===== config.mk =====
export PLATFORM = sky130hd
export DESIGN_NAME = mux_scan_seq
export DESIGN_NICKNAME = d
export VERILOG_FILES = /design/src/rtl/mux_scan_seq.sv
export SDC_FILE = /design/constraint.sdc
export NUM_CORES = 1
export LEC_CHECK = 0
export CAP_MARGIN = 30
export CORE_ASPECT_RATIO = 1.4
export CORE_UTILIZATION = 33
export CTS_CLUSTER_SIZE = 10
export DETAILED_ROUTE_END_ITERATION = 10
export GPL_TIMING_DRIVEN = 0
export HOLD_SLACK_MARGIN = 0.02
export PLACE_DENSITY = 0.5
export SETUP_SLACK_MARGIN = 0.1
export SKIP_LAST_GASP = 1
export SLEW_MARGIN = 0
export SYNTH_ARGS = -nofsm -noshare
export SYNTH_HDL_FRONTEND = slang
export SYNTH_SLANG_ARGS = --single-unit
export TNS_END_PERCENT = 1

===== constraint.sdc =====
create_clock -name clk -period 2.8 [get_ports clk]
set_input_delay 0.28 -clock clk [delete_from_list [all_inputs] [get_ports clk]]
set_output_delay 0.28 -clock clk [all_outputs]
set_load 0.03 [all_outputs]

===== src/rtl/mux_scan_seq.sv =====
// mux_scan_seq
//   Upstream sequencer for an 8:1 bit mux. On a start request it latches a
//   channel mask and a dwell value. It then steps the mux select through the
//   enabled channels in ascending order. Each channel is held for dwell+1
//   cycles, and the mux output is sampled on the last of those cycles. The
//   samples are collected into an 8-bit frame, and the frame is offered
//   downstream with a valid/ready handshake.
//
// Ports
//   clk          in   1        clock, rising edge
//   rst          in   1        synchronous reset, active-high
//   start        in   1        scan request, honoured only when idle
//   chan_mask    in   8        channels to scan, latched on start
//   dwell        in   DWELL_W  extra settle cycles per channel, latched on start
//   sel          out  3        mux select
//   mux_out      in   1        mux output
//   frame        out  8        collected samples (0 for masked channels)
//   frame_valid  out  1        frame complete, held until accepted
//   frame_ready  in   1        downstream accepts the frame
//   busy         out  1        scan in progress or frame awaiting acceptance
module mux_scan_seq #(
  parameter int DWELL_W = 4
) (
  input  logic               clk,
  input  logic               rst,
  input  logic               start,
  input  logic [7:0]         chan_mask,
  input  logic [DWELL_W-1:0] dwell,
  output logic [2:0]         sel,
  input  logic               mux_out,
  output logic [7:0]         frame,
  output logic               frame_valid,
  input  logic               frame_ready,
  output logic               busy
);

  typedef enum logic [1:0] {
    ST_IDLE = 2'd0,
    ST_SCAN = 2'd1,
    ST_DONE = 2'd2
  } state_t;

  state_t             state_r, state_s;
  logic [2:0]         sel_r, sel_s;
  logic [7:0]         frame_r, frame_s;
  logic               frame_valid_r, frame_valid_s;
  logic               busy_r, busy_s;
  logic [DWELL_W-1:0] count_r, count_s;
  logic [DWELL_W-1:0] dwell_r, dwell_s;
  logic [7:0]         mask_r, mask_s;
  logic [3:0]         next_s;

  // Lowest set bit of a non-zero mask.
  function automatic logic [2:0] lowest_chan(input logic [7:0] m);
    logic [2:0] r;
    r = 3'd0;
    for (int i = 7; i >= 0; i--) begin
      r = m[i] ? 3'(i) : r;
    end
    return r;
  endfunction

  // {found, index} of the lowest set mask bit strictly above cur.
  // Searching only upward means a scan never wraps back to a lower channel.
  function automatic logic [3:0] next_chan(input logic [7:0] m, input logic [2:0] cur);
    logic [3:0] r;
    r = 4'd0;
    for (int i = 7; i >= 0; i--) begin
      r = (m[i] && (i > int'(cur))) ? {1'b1, 3'(i)} : r;
    end
    return r;
  endfunction

  // Next-state and next-output logic.
  always_comb begin
    state_s  = state_r;
    sel_s    = sel_r;
    frame_s  = frame_r;
    count_s  = count_r;
    dwell_s  = dwell_r;
    mask_s   = mask_r;
    next_s   = next_chan(mask_r, sel_r);

    case (state_r)
      ST_IDLE: begin
        sel_s = 3'd0;
        if (start) begin
          mask_s  = chan_mask;
          dwell_s = dwell;
          frame_s = 8'd0;
          if (chan_mask != 8'd0) begin
            sel_s   = lowest_chan(chan_mask);
            count_s = dwell;
            state_s = ST_SCAN;
          end else begin
            state_s = ST_DONE;
          end
        end else begin
          state_s = ST_IDLE;
        end
      end
      ST_SCAN: begin
        if (count_r != {DWELL_W{1'b0}}) begin
          count_s = count_r - {{(DWELL_W-1){1'b0}}, 1'b1};
        end else begin
          frame_s[sel_r] = mux_out;
          if (next_s[3]) begin
            sel_s   = next_s[2:0];
            count_s = dwell_r;
          end else begin
            state_s = ST_DONE;
          end
        end
      end
      ST_DONE: begin
        // Start is deliberately not looked at here, so a start that arrives
        // together with ready is dropped rather than queued.
        if (frame_ready) begin
          state_s = ST_IDLE;
          sel_s   = 3'd0;
        end else begin
          state_s = ST_DONE;
        end
      end
      default: begin
        state_s = ST_IDLE;
        sel_s   = 3'd0;
      end
    endcase

    // Flags are derived from the next state so that they stay registered.
    frame_valid_s = (state_s == ST_DONE);
    busy_s        = (state_s != ST_IDLE);
  end

  // State and output registers with synchronous reset.
  always_ff @(posedge clk) begin
    if (rst) begin
      state_r       <= ST_IDLE;
      sel_r         <= 3'd0;
      frame_r       <= 8'd0;
      frame_valid_r <= 1'b0;
      busy_r        <= 1'b0;
      count_r       <= {DWELL_W{1'b0}};
      dwell_r       <= {DWELL_W{1'b0}};
      mask_r        <= 8'd0;
    end else begin
      state_r       <= state_s;
      sel_r         <= sel_s;
      frame_r       <= frame_s;
      frame_valid_r <= frame_valid_s;
      busy_r        <= busy_s;
      count_r       <= count_s;
      dwell_r       <= dwell_s;
      mask_r        <= mask_s;
    end
  end

  assign sel         = sel_r;
  assign frame       = frame_r;
  assign frame_valid = frame_valid_r;
  assign busy        = busy_r;

endmodule


; Word level (Yosys, flattened, before mapping)
; Index checks and enable logic that the tools add are counted.
[word_totals]
register_bits = 31
in_bits = 17
out_inout_bits = 13
[classes]
order_cmp = 9
reduce_logical = 17
n_mux = 38
add_sub_neg = 1
n_eq_ne = 9
[op_table]
columns = op, count
row1 = 2-to-1 mux 4 bit, 11
row2 = 2-to-1 mux 3 bit, 13
row3 = 2-to-1 mux 8 bit, 2
row4 = one-hot mux 8 bit (2 select lines), 1
row5 = "greater-than comparator 3 bit, first input constant", 4
row6 = 2-to-1 mux 2 bit, 5
row7 = "inequality test 2 bit, second input constant", 5
row8 = one-hot mux 3 bit (3 select lines), 1
row9 = bitwise mux 8 bit, 1
row10 = logical AND 1 bit, 8
row11 = one-hot mux 4 bit (2 select lines), 1
row12 = nonzero test 8 bit, 1
row13 = "greater-than comparator 2 x 3 -> 1 bit, first input constant", 2
row14 = one-hot mux 2 bit (3 select lines), 1
row15 = AND reduction 3 bit, 2
row16 = "== test 2 bit, second input constant", 2
row17 = "< comparator 3 x 4 -> 1 bit, second input constant", 1
row18 = AND reduction 4 bit, 1
row19 = nonzero test 2 bit, 2
row20 = nonzero test 4 bit, 1
row21 = "subtractor 4 x 1 -> 4 bit, second input constant", 1
row22 = demux 1 bit (select 3 bit), 1
row23 = "greater-or-equal comparator 3 x 1 -> 1 bit, second input constant", 1
row24 = "greater-than comparator 1 x 3 -> 1 bit, first input constant", 1
row25 = other kinds (5), 5

; Depth between registers and ports, before layout
[depth]
ltp_word = 13
depth_mapped = 8

; Worst setup path after synthesis
; Ideal clock, no wire load.
[synth_path]
path_kind = register -> register
startpoint = register sel_r[0], in the netlist sel[0]
endpoint = register count_r[0]
period_less_slack_ps = 2007
arrival_ps = 1884
path_buffers = 1
path_slack_ps = 793
setup_ps = 123
stages_incl_launch_ff = 7
required_time_ps = 2677
path_cell_list = dfxtp_1 buf_2 nor2_4 o2bb2ai_1 nor4b_4 a21o_4 mux2_1
[synth_between]
elab_chain_len = 11
word_cells_on_any_way = 23
[synth_rtl]
columns = item, line
row1 = start: declaration, 44  ; logic [2:0] sel_r, sel_s;
row2 = start signal: assignment, 149  ; sel_r <= sel_s;
row3 = greater-than comparator 3 bit, 69  ; r = (m[i] && (i > int'(cur))) ? {1'b1, 3'(i)} : r;
row4 = logical AND 1 bit, 69
row5 = 2-to-1 mux 4 bit (6 in series), 69
row6 = 2-to-1 mux 4 bit (*), 69
row7 = inequality test 3 bit (no source line) (*), --
row8 = AND reduction 4 bit (no source line) (*), --
row9 = end signal: assignment, 144  ; count_r <= {DWELL_W{1'b0}};
row10 = end signal: assignment, 153  ; count_r <= count_s;
row11 = end: declaration, 48  ; logic [DWELL_W-1:0] count_r, count_s;
; Mark *: on every way between the ends. The rest lies on a longest branch, timed or not.
; A chain may end at the register's enable or synchronous reset.

; Final worst setup path
[layout_path]
startpoint = input port chan_mask[7]
endpoint = register count_r[0]
[layout_between]
elab_chain_len = 3
[layout_rtl]
columns = item, line
row1 = start: declaration, 27  ; input logic [7:0] chan_mask,
row2 = nonzero test 8 bit, 91  ; if (chan_mask != 8'd0) begin
row3 = inequality test 2 bit (no source line), --
row4 = AND reduction 4 bit (no source line), --
; No other way between the ends.

==> flow_metrics.py <==
metrics = {
    "layout": {
        "filler_cell_count": 544,
        "fin_nets": 275,
        "multiInputGateArea_sq_um": 993,
        "mostFrequentLayoutCell": "sky130_fd_sc_hd__nand2_1",
        "drive_gt1_share_pct": 8.20,
        "area_growth_syn_to_layout_pct": 26.8,
        "register_area_sq_um": 601,
        "postLayoutCoreUtil_pct": 43.9,
        "layout_common_cells": "sky130_fd_sc_hd__nand2_1, sky130_fd_sc_hd__a21oi_1, sky130_fd_sc_hd__dfxtp_1",
        "n_antenna_cell": 0,
    },
    "sta": {
        "setup-violations-final": 0,
        "max_clock_freq_ghz": 0.454,
        "post-route-period-util_pct": 78.7,
        "drv_slew": 0,
        "grt_setup_unrepaired": "false",
        "fin_setup_tns_ps": 0,
        "slew-limit-headroom_pct": 54.0,
        "layout_min_cycle_time_ps": 2200,
        "hold_violations": 0,
        "worstMarginPinSlew_ps": 684,
        "clock_skew_ps": 3.27,
    },
    "detailed_routing": {
        "first_iter_violations": 62,
        "via_count": 1682,
        "drc": 0,
        "route.detailed.wl_per_inst_um": 14.9,
        "drt.antenna.violating_nets": 0,
        "routed_wirelength_mm": 4.77,
        "drtPass1Iterations": 4,
        "detail_route.vias_per_cell": 5.26,
    },
    "run_status": {
        "outcome": "finished clean",
    },
    "hold_path": {
        "worst_hold_path.endpoint": "dwell_r[1]$_SDFFE_PP0P_",
        "min_path_cells": 2,
        "timing.hold.worst.class": "reg2reg",
        "hold_start": "dwell_r[1]$_SDFFE_PP0P_",
    },
    "global_routing": {
        "first_global_vias": 1676,
        "largest_net_degree_at_the_start_of_global_routing": 11,
        "gr-usage-all-layers_pct": 19.3,
        "congestion_overflow_gr": 0,
        "initial_antenna_violation_count": 0,
        "grt_first_pass_wirelength_mm": 7.98,
    },
    "cts": {
        "cts_tree": "done",
        "post_cts_resized": 0,
        "worstSkewPairLatency_ps": 280,
        "count_of_h_tree_levels_built_during_cts": 2,
        "path_clk_slew_ps": 60,
        "cts_inserted_buffers": 5,
        "numClockSinks": 30,
        "cts_setup_buffers": 0,
        "cts.path.max_buffers": 2,
        "hold_buffers": 0,
        "clockRootBuffer": "sky130_fd_sc_hd__clkbuf_8",
    },
    "run": {
        "cap_viol_max_count": 0,
    },
    "power_and_ir_drop": {
        "leakage_nw": 0.743,
        "peakVddDrop_v": 0.000302,
        "pwr_dens_nw_per_um2": 602,
    },
    "floorplan": {
        "die_w_um": 62.4,
        "io-pin-count": 30,
        "floorplan.initialDensity_pct": 34.6,
        "std_cell_rows": 30,
        "chipHeight_um": 86.6,
        "core_sq_um": 4880,
        "die_area_sq_um": 5410,
    },
    "worst_setup_path": {
        "worstPathArrival_ps": 2380,
        "endpoint_required_time_on_the_critical_path_ps": 2970,
        "cp-end-kind": "register",
        "r2r_start": "count_r[0]$_SDFFE_PP0P_",
        "critical_setup_path_kind": "in2reg",
        "startpoint_type": "input pin",
        "number_of_cells_on_the_worst_reg_to_reg_path": 7,
        "timing.rr.end": "count_r[1]$_SDFFE_PP0P_",
        "setup.reg_to_reg.worst_slack_ps": 770,
        "path_max_fanout": 4,
    },
    "placement": {
        "numPortBuffers": 29,
        "dpl.hpwl_mm": 3.68,
        "place.gp.congestion": 0.797,
    },
    "synth": {
        "synth_top_flop_cell": "sky130_fd_sc_hd__dfxtp_1",
        "avgSynthCellArea_sq_um": 7.64,
        "number_of_instances_in_the_synthesized_netlist": 221,
        "cell_area_after_synthesis_sq_um": 1690,
        "ys_seq_elements": 30,
        "synth_enable_flop_cells": 0,
        "async_flop_share_pct": 0,
        "synth_nets": 239,
        "yosys_warnings": 0,
        "seq_area_frac_synth_pct": 35.6,
        "synth.lib_cells_used.distinct": 53,
    },
}
[report_power, final]
part           total (mW)  switching [mW]  internal (mW)  leakage (nW)
combinational       0.436           0.258          0.178         0.455
clock               0.350           0.161          0.189        0.0431
sequential          0.502          0.0374          0.465         0.245
[critical path, stage by stage]
cell                              delay, ps
sky130_fd_sc_hd__clkdlybuf4s50_1        470
sky130_fd_sc_hd__nor4_1                 650
sky130_fd_sc_hd__a21boi_0               180
sky130_fd_sc_hd__o21ai_1                320
sky130_fd_sc_hd__a21o_4                 160
sky130_fd_sc_hd__mux2_1                 310
[state kept, by name, indices dropped and copies added (netlist names)]
| register | flops |
|---|---|
| frame_valid | 1 |
| dwell_r | 4 |
| state_r | 2 |
| sel | 3 |
| count_r | 4 |
| frame | 8 |
| busy | 1 |
| mask_r | 7 |
[how the worst max path moves through the flow]
stage	start	endpoint	cells after the start
2_1_floorplan	sel[0]$_SDFFE_PP0P_	count_r[0]$_SDFFE_PP0P_	6
3_5_place_dp	chan_mask[7]	count_r[0]$_SDFFE_PP0P_	6
3_3_place_gp	chan_mask[7]	count_r[0]$_SDFFE_PP0P_	6
6_report	chan_mask[7]	count_r[0]$_SDFFE_PP0P_	6
4_1_cts	chan_mask[7]	count_r[0]$_SDFFE_PP0P_	6
5_1_grt	chan_mask[7]	count_r[0]$_SDFFE_PP0P_	6
[area by class of cell]
class | count | share of cell area [%]
multi-input cells | 168 | 46.4
flip-flops and latches | 30 | 28.1
repair buffers | 29 | 13.6
clock buffers | 6 | 3.86
well taps | 64 | 3.74
plain buffers | 13 | 2.63
inverters | 10 | 1.75
[metal layers]
metal	global-route usage (%)	routed length, um	part of all wire (%)
met1	20.8	2060	43
met2	36.8	2530	53
met3	4.08	106	2.2
met4	6.98	72	1.5
met5	0	0	0
[synthesized netlist by cell type, drive strengths merged (5+ instances only)]
cell type / count / share of area [%]
nand2: 38 / 8.5
dfxtp: 30 / 36
nor2b: 5 / 1.9
clkbuf: 9 / 2.1
a21oi: 31 / 9.4
nor2: 16 / 4.0
o21ai: 13 / 4.1
nand2b: 5 / 1.9
inv: 10 / 2.2
[metrics by stage]
step | instance area, sq um | hold slack, ps | power (mW) | cells | setup WS [ps]
after floorplan | 1690 | 416 | 0.810 | 221 | 793
after global placement | 2060 | 450 | 0.948 | 314 | 293
after detailed placement | 2060 | 451 | 0.949 | 314 | 289
after CTS | 2140 | 460 | 1.30 | 320 | 587
after global routing | 2140 | 492 | 1.38 | 320 | 446
final | 2140 | 457 | 1.29 | 320 | 597
[cell families (layout without fill, tap and decap cells)]
family,Yosys count,count (layout),share of synthesized area (%)
buffers and inverters,23,58,5.56
multiplexers,4,4,2.52
adder cells (fa/ha/maj),1,1,0.741
AO/OA/AOI/OAI,76,76,29.6
AND/OR/NAND/NOR,87,87,26.0
flip-flops,30,30,35.6
No activity file was read; power rests on OpenSTA's default activity.
==> RTL edit 1, RTL diff (config.mk and constraints unchanged) <==
Encoding of `state_t`: now one-hot (3 bits for 3 states).
--- a/src/rtl/mux_scan_seq.sv
+++ b/src/rtl/mux_scan_seq.sv
@@ -36,6 +36,6 @@
 
-  typedef enum logic [1:0] {
-    ST_IDLE = 2'd0,
-    ST_SCAN = 2'd1,
-    ST_DONE = 2'd2
+  typedef enum logic [2:0] {
+    ST_IDLE = 3'b001,
+    ST_SCAN = 3'b010,
+    ST_DONE = 3'b100
   } state_t;
Formal check against the unedited RTL: no difference found for any inputs over 10 cycles, from zero or initial values and one cycle with rst high; not proved beyond that.
==> RTL edit 1 against the original RTL <==
Worst setup slack better by 0.12 ns; combinational power is 38% lower; first-iteration DRC count is 29% lower; cell count is 3.4% higher; area after synthesis is 2.7% higher; cell area is 3.8% higher; routed wire length is 5.3% higher; sequential cell count is 1 higher; core utilization is 0.98 points higher; hold slack worse by 0.0012 ns; total power is 4.1% lower.
==> RTL edit 1: results (changes against the original RTL) <==
Leak -> 0.797 nW (was 0.743 nW)
Max Buffers Root-to-Sink -> 2 (unchanged)
Antenna diodes -> 0 (unchanged)
Vias in the first global route -> 1,653 (was 1,676)
IO Port Bufs -> 29 (unchanged)
Peak supply drop -> 318 µV (was 302 µV)
Num CTS Buffers -> 5 (unchanged)
Final #Nets -> 284 (was 275)
HPWL Detailed -> 3.79 mm (was 3.68 mm)
Final RePlAce weighted congestion -> 0.796 (was 0.797)
Leading area contributor after synthesis -> dfxtp_1 (unchanged)
Syn nets -> 248 (was 239)
Grt met2 use -> 37.1% (was 36.8%)
Starting DRC count in detailed routing -> 44 (was 62)
Worst hold path class -> reg -> reg (unchanged)
Yosys Warn Count -> 0 (unchanged)
Post-cts repair resize count -> 0 (unchanged)
Sequential area share after synthesis -> 35.8% (was 35.6%)
CP max FO -> 4 (unchanged)
Layout Skew -> 0.0116 ns (was 0.00327 ns)
First drt pass iteration count -> 4 (unchanged)
Post-DP Area -> 2100 µm² (was 2060 µm²)
Top cells by count, synth -> nand2_1 (37), a21oi_1 (32), dfxtp_1 (31), nor2_1 (26), o21ai_0 (10) (was nand2_1 (38), a21oi_1 (30), dfxtp_1 (30), nor2_1 (15), o21ai_0 (10))
First-pass GRT wire length -> 8.24 mm (was 7.98 mm)
Post-synthesis async set-or-reset flop share -> 0% (unchanged)
Synth top area cells -> dfxtp_1 (36%), a21oi_1 (9.2%), nand2_1 (8.0%) (was dfxtp_1 (36%), a21oi_1 (8.9%), nand2_1 (8.5%))
Final Util -> 44.8% (was 43.9%)
Synth unique cells -> 43 (was 53)
Tot GR Track Use -> 19.5% (was 19.3%)
Initial antenna violation count -> 0 (unchanged)
CP peak stage delay -> 0.61 ns (was 0.65 ns)
M3 GR Usage -> 3.52% (was 4.08%)
Global-route track usage on met1 -> 21.9% (was 20.8%)
CTS clk-pin slew, worst paths -> 0.07 ns
Status -> finished, final reports clean (unchanged)
Filler cell count -> 545 (was 544)
Slowest cell on the critical path -> or4_4 (was nor4_1)
Root buffer cell -> clkbuf_8 (unchanged)
Mapped Area -> 1730 µm² (was 1690 µm²)
Reg2Reg Setup Slack -> 0.81 ns (was 0.77 ns)
Clk_lat worst skew -> 0.30 ns (was 0.28 ns)
Largest net degree at the start of global routing -> 11 (unchanged)
Rel. slew slack -> 58.0% (was 54.0%)
Max reg flops -> 8 (unchanged)
Post-CTS Setup Inserts -> 0 (unchanged)
Via density -> 5.16 (was 5.26)
H-tree Lvls -> 2 (unchanged)
DR WL/cell -> 15.2 µm (was 14.9 µm)
Crit path DAT -> 2.27 ns (was 2.38 ns)
Share of layout cells above drive strength 1 -> 11.6% (was 8.20%)
RTL edit 1: cell count changes after synthesis, sizes merged, moves of 3 or more:
cell	unedited run	this run
nor2	16	26
a21o	3	0
buf	4	7
o211ai	4	7
or4	1	4
RTL edit 1: worst max-delay path, delay by kind of cell:
family,cells,cell delay (ns)
AO/OA/AOI/OAI,2,0.43
AND/OR/NAND/NOR,2,0.72
buffers and inverters,1,0.48
multiplexers,1,0.36
RTL edit 1: power by group:
part / switching [mW] / internal [mW] / total [mW]
clock: 0.188 / 0.288 / 0.476
combinational: 0.161 / 0.111 / 0.272
sequential: 0.0210 / 0.467 / 0.488
RTL edit 1: final timing paths:
| kind | start | endpoint | depth (start not counted) |
|---|---|---|---|
| min | dwell_r[0]$_SDFFE_PP0P_ | dwell_r[0]$_SDFFE_PP0P_ | 2 |
| min reg2reg | dwell_r[0]$_SDFFE_PP0P_ | dwell_r[0]$_SDFFE_PP0P_ | 2 |
| max | chan_mask[4] | count_r[0]$_SDFFE_PP0P_ | 6 |
| max reg2reg | state_r[1]$_SDFF_PP0_ | frame[5]$_SDFFE_PP0P_ | 6 |
RTL edit 1: cells by family (layout without fill, tap and decap cells):
group                    count (synthesis)  after routing  synth area share (%)
AND/OR/NAND/NOR                        100            100                  29.1
buffers and inverters                   23             60                  5.48
XOR/XNOR                                 2              2                  1.01
adder cells (fa/ha/maj)                  1              1                 0.721
multiplexers                             6              6                  3.68
AO/OA/AOI/OAI                           67             67                  24.2
flip-flops                              31             31                  35.8
RTL edit 1: metrics by stage:
step | instances | setup WS [ns] | hold WS (ns)
final | 331 | 0.713 | 0.456
after global routing | 331 | 0.621 | 0.480
after CTS | 331 | 0.685 | 0.457
after detailed placement | 323 | 0.379 | 0.448
after global placement | 323 | 0.378 | 0.445
after floorplan | 230 | 1.02 | 0.416
RTL edit 1: metal layers:
metal	share of wire [%]	vias up
met2	53	26
li1	-	886
met1	43	790
met4	1.4	0
met5	0	-
met3	2.1	7
RTL edit 1: cell type report:
class                           count  share of cell area [%]
Buffer                             14                    2.76
Clock inverter                      2                    1.58
Sequential cell                    31                    27.9
Clock buffer                        6                    3.72
Inverter                            9                    1.52
Multi-Input combinational cell    176                    45.8
Timing Repair Buffer               29                    13.1
Tap cell                           64                    3.60
==> RTL edit 2, RTL diff (same flow settings) <==
Made on the original files. `DWELL_W`: 4 -> 5.
--- a/src/rtl/mux_scan_seq.sv
+++ b/src/rtl/mux_scan_seq.sv
@@ -21,3 +21,3 @@
 module mux_scan_seq #(
-  parameter int DWELL_W = 4
+  parameter int DWELL_W = 5
 ) (
Ports: changed (resized dwell); port bits go from 30 to 31. The function was not compared with the original's and may differ.
==> RTL edit 2 against the original RTL <==
Cell area is 3.7% higher; total power is 26% higher; area after synthesis up 4.9%; worst setup slack better by 0.092 ns; combinational power rose by 63%; sequential cell count is 2 higher; cell count is 3.8% higher; fmax up 4.4%; first-iteration DRC count grew 9.7%; critical path depth stayed put; routed wire length is 5.5% higher; count of clock-buffer cells in the layout unchanged; critical endpoint is now count_r[3]$_SDFFE_PP0P_; highest routed layer unchanged.
==> RTL edit 2: results (changes against the original RTL) <==
Worst hold start -> mux_out (was dwell_r[1]$_SDFFE_PP0P_)
Synth top area cells -> dfxtp_1 (36%), a21oi_1 (9.3%), nand2_1 (7.8%) (was dfxtp_1 (36%), a21oi_1 (8.9%), nand2_1 (8.5%))
Routed wl met2 -> 2.49 mm (was 2.53 mm)
Final Util -> 43.1% (was 43.9%)
R2r startpoint -> count_r[0]$_SDFFE_PP0P_ (unchanged)
Crit path DAT -> 2.31 ns (was 2.38 ns)
HPWL Detailed -> 3.75 mm (was 3.68 mm)
Crit path time final -> 2.11 ns (was 2.20 ns)
WL met3 -> 156 µm (was 106 µm)
First-pass GRT wire length -> 8.20 mm (was 7.98 mm)
Seq cells post-synth -> 32 (was 30)
Max Buffers Root-to-Sink -> 2 (unchanged)
Hold Crit Endpoint -> frame[1]$_SDFFE_PP0P_ (was dwell_r[1]$_SDFFE_PP0P_)
Inverters -> 6 (was 10)
Synth unique cells -> 47 (was 53)
Sequential area share after synthesis -> 36.2% (was 35.6%)
Length of routed wiring on met1 -> 2.28 mm (was 2.06 mm)
Worst R2R End -> frame[7]$_SDFFE_PP0P_ (was count_r[1]$_SDFFE_PP0P_)
Final RePlAce weighted congestion -> 0.857 (was 0.797)
Multi-input logic portion of the cell area -> 46.9% (was 46.4%)
Top cells by count, synth -> nand2_1 (37), a21oi_1 (33), dfxtp_1 (32), nor2_1 (15), o21ai_0 (10) (was nand2_1 (38), a21oi_1 (30), dfxtp_1 (30), nor2_1 (15), o21ai_0 (10))
Worst setup endpoint -> count_r[3]$_SDFFE_PP0P_ (was count_r[0]$_SDFFE_PP0P_)
Tot GR Track Use -> 19.1% (was 19.3%)
Die Area -> 5670 µm² (was 5410 µm²)
Filler cell count -> 551 (was 544)
Starting DRC count in detailed routing -> 68 (was 62)
Post-Place Setup Slack -> 0.395 ns (was 0.289 ns)
Clock-cell share of area -> 3.49% (was 3.86%)
CP peak stage delay -> 0.72 ns (was 0.65 ns)
Post-DP Area -> 2140 µm² (was 2060 µm²)
Number of non-clock buffers -> 43 (was 42)
Global-route track usage on met1 -> 22.2% (was 20.8%)
Rel. slew slack -> 48.9% (was 54.0%)
Multi-input combinational gate total -> 178 (was 168)
CLK BUF -> 6 (unchanged)
DR WL/cell -> 15.2 µm (was 14.9 µm)
CP top delay family -> simple AND/OR/NAND/NOR gates (was compound AO/OA/AOI/OAI gates)
Share of layout cells above drive strength 1 -> 8.27% (was 8.20%)
FF-to-FF path depth -> 8 (was 7)
WHS -> 0.389 ns (was 0.457 ns)
Grt met2 use -> 33.8% (was 36.8%)
Final #Nets -> 285 (was 275)
Peak supply drop -> 401 µV (was 302 µV)
Syn nets -> 249 (was 239)
Hold Path Depth -> 3 (was 2)
Vias in the first global route -> 1,680 (was 1,676)
Layout Skew -> 0.00529 ns (was 0.00327 ns)
Slowest cell on the critical path -> nor4_1 (unchanged)
Via count -> 1,759 (was 1,682)
M3 GR Usage -> 4.12% (was 4.08%)
# DRC -> 0 (unchanged)
Status -> finished, final reports clean (unchanged)
Via density -> 5.30 (was 5.26)
==> RTL edit 2: cell types whose count changed in the layout (fill, tap and decap cells not counted), sizes merged, moves of 3 or more <==
cell / before / now
nor3: 4 / 10
inv: 10 / 6
a21oi: 31 / 34
a31oi: 2 / 5
nand3: 4 / 7
nor3b: 1 / 4
o211ai: 4 / 1
o21ai: 13 / 10
==> RTL edit 2: report_power, final <==
| part | switching, mW | total, mW | internal, mW |
|---|---|---|---|
| sequential | 0.0664 | 0.584 | 0.517 |
| clock | 0.166 | 0.335 | 0.169 |
| combinational | 0.419 | 0.710 | 0.290 |
==> RTL edit 2: kinds of logic after synthesis <==
kind of cell / Yosys count / synth area share (%)
adders and majority gates: 1 / 0.707
DFF: 32 / 36.2
and+or+nand+nor: 96 / 28.8
muxes: 2 / 1.13
AOI/OAI and AO/OA: 77 / 27.2
xor gates and xnor gates: 2 / 0.990
buffers and inverters: 20 / 5.02
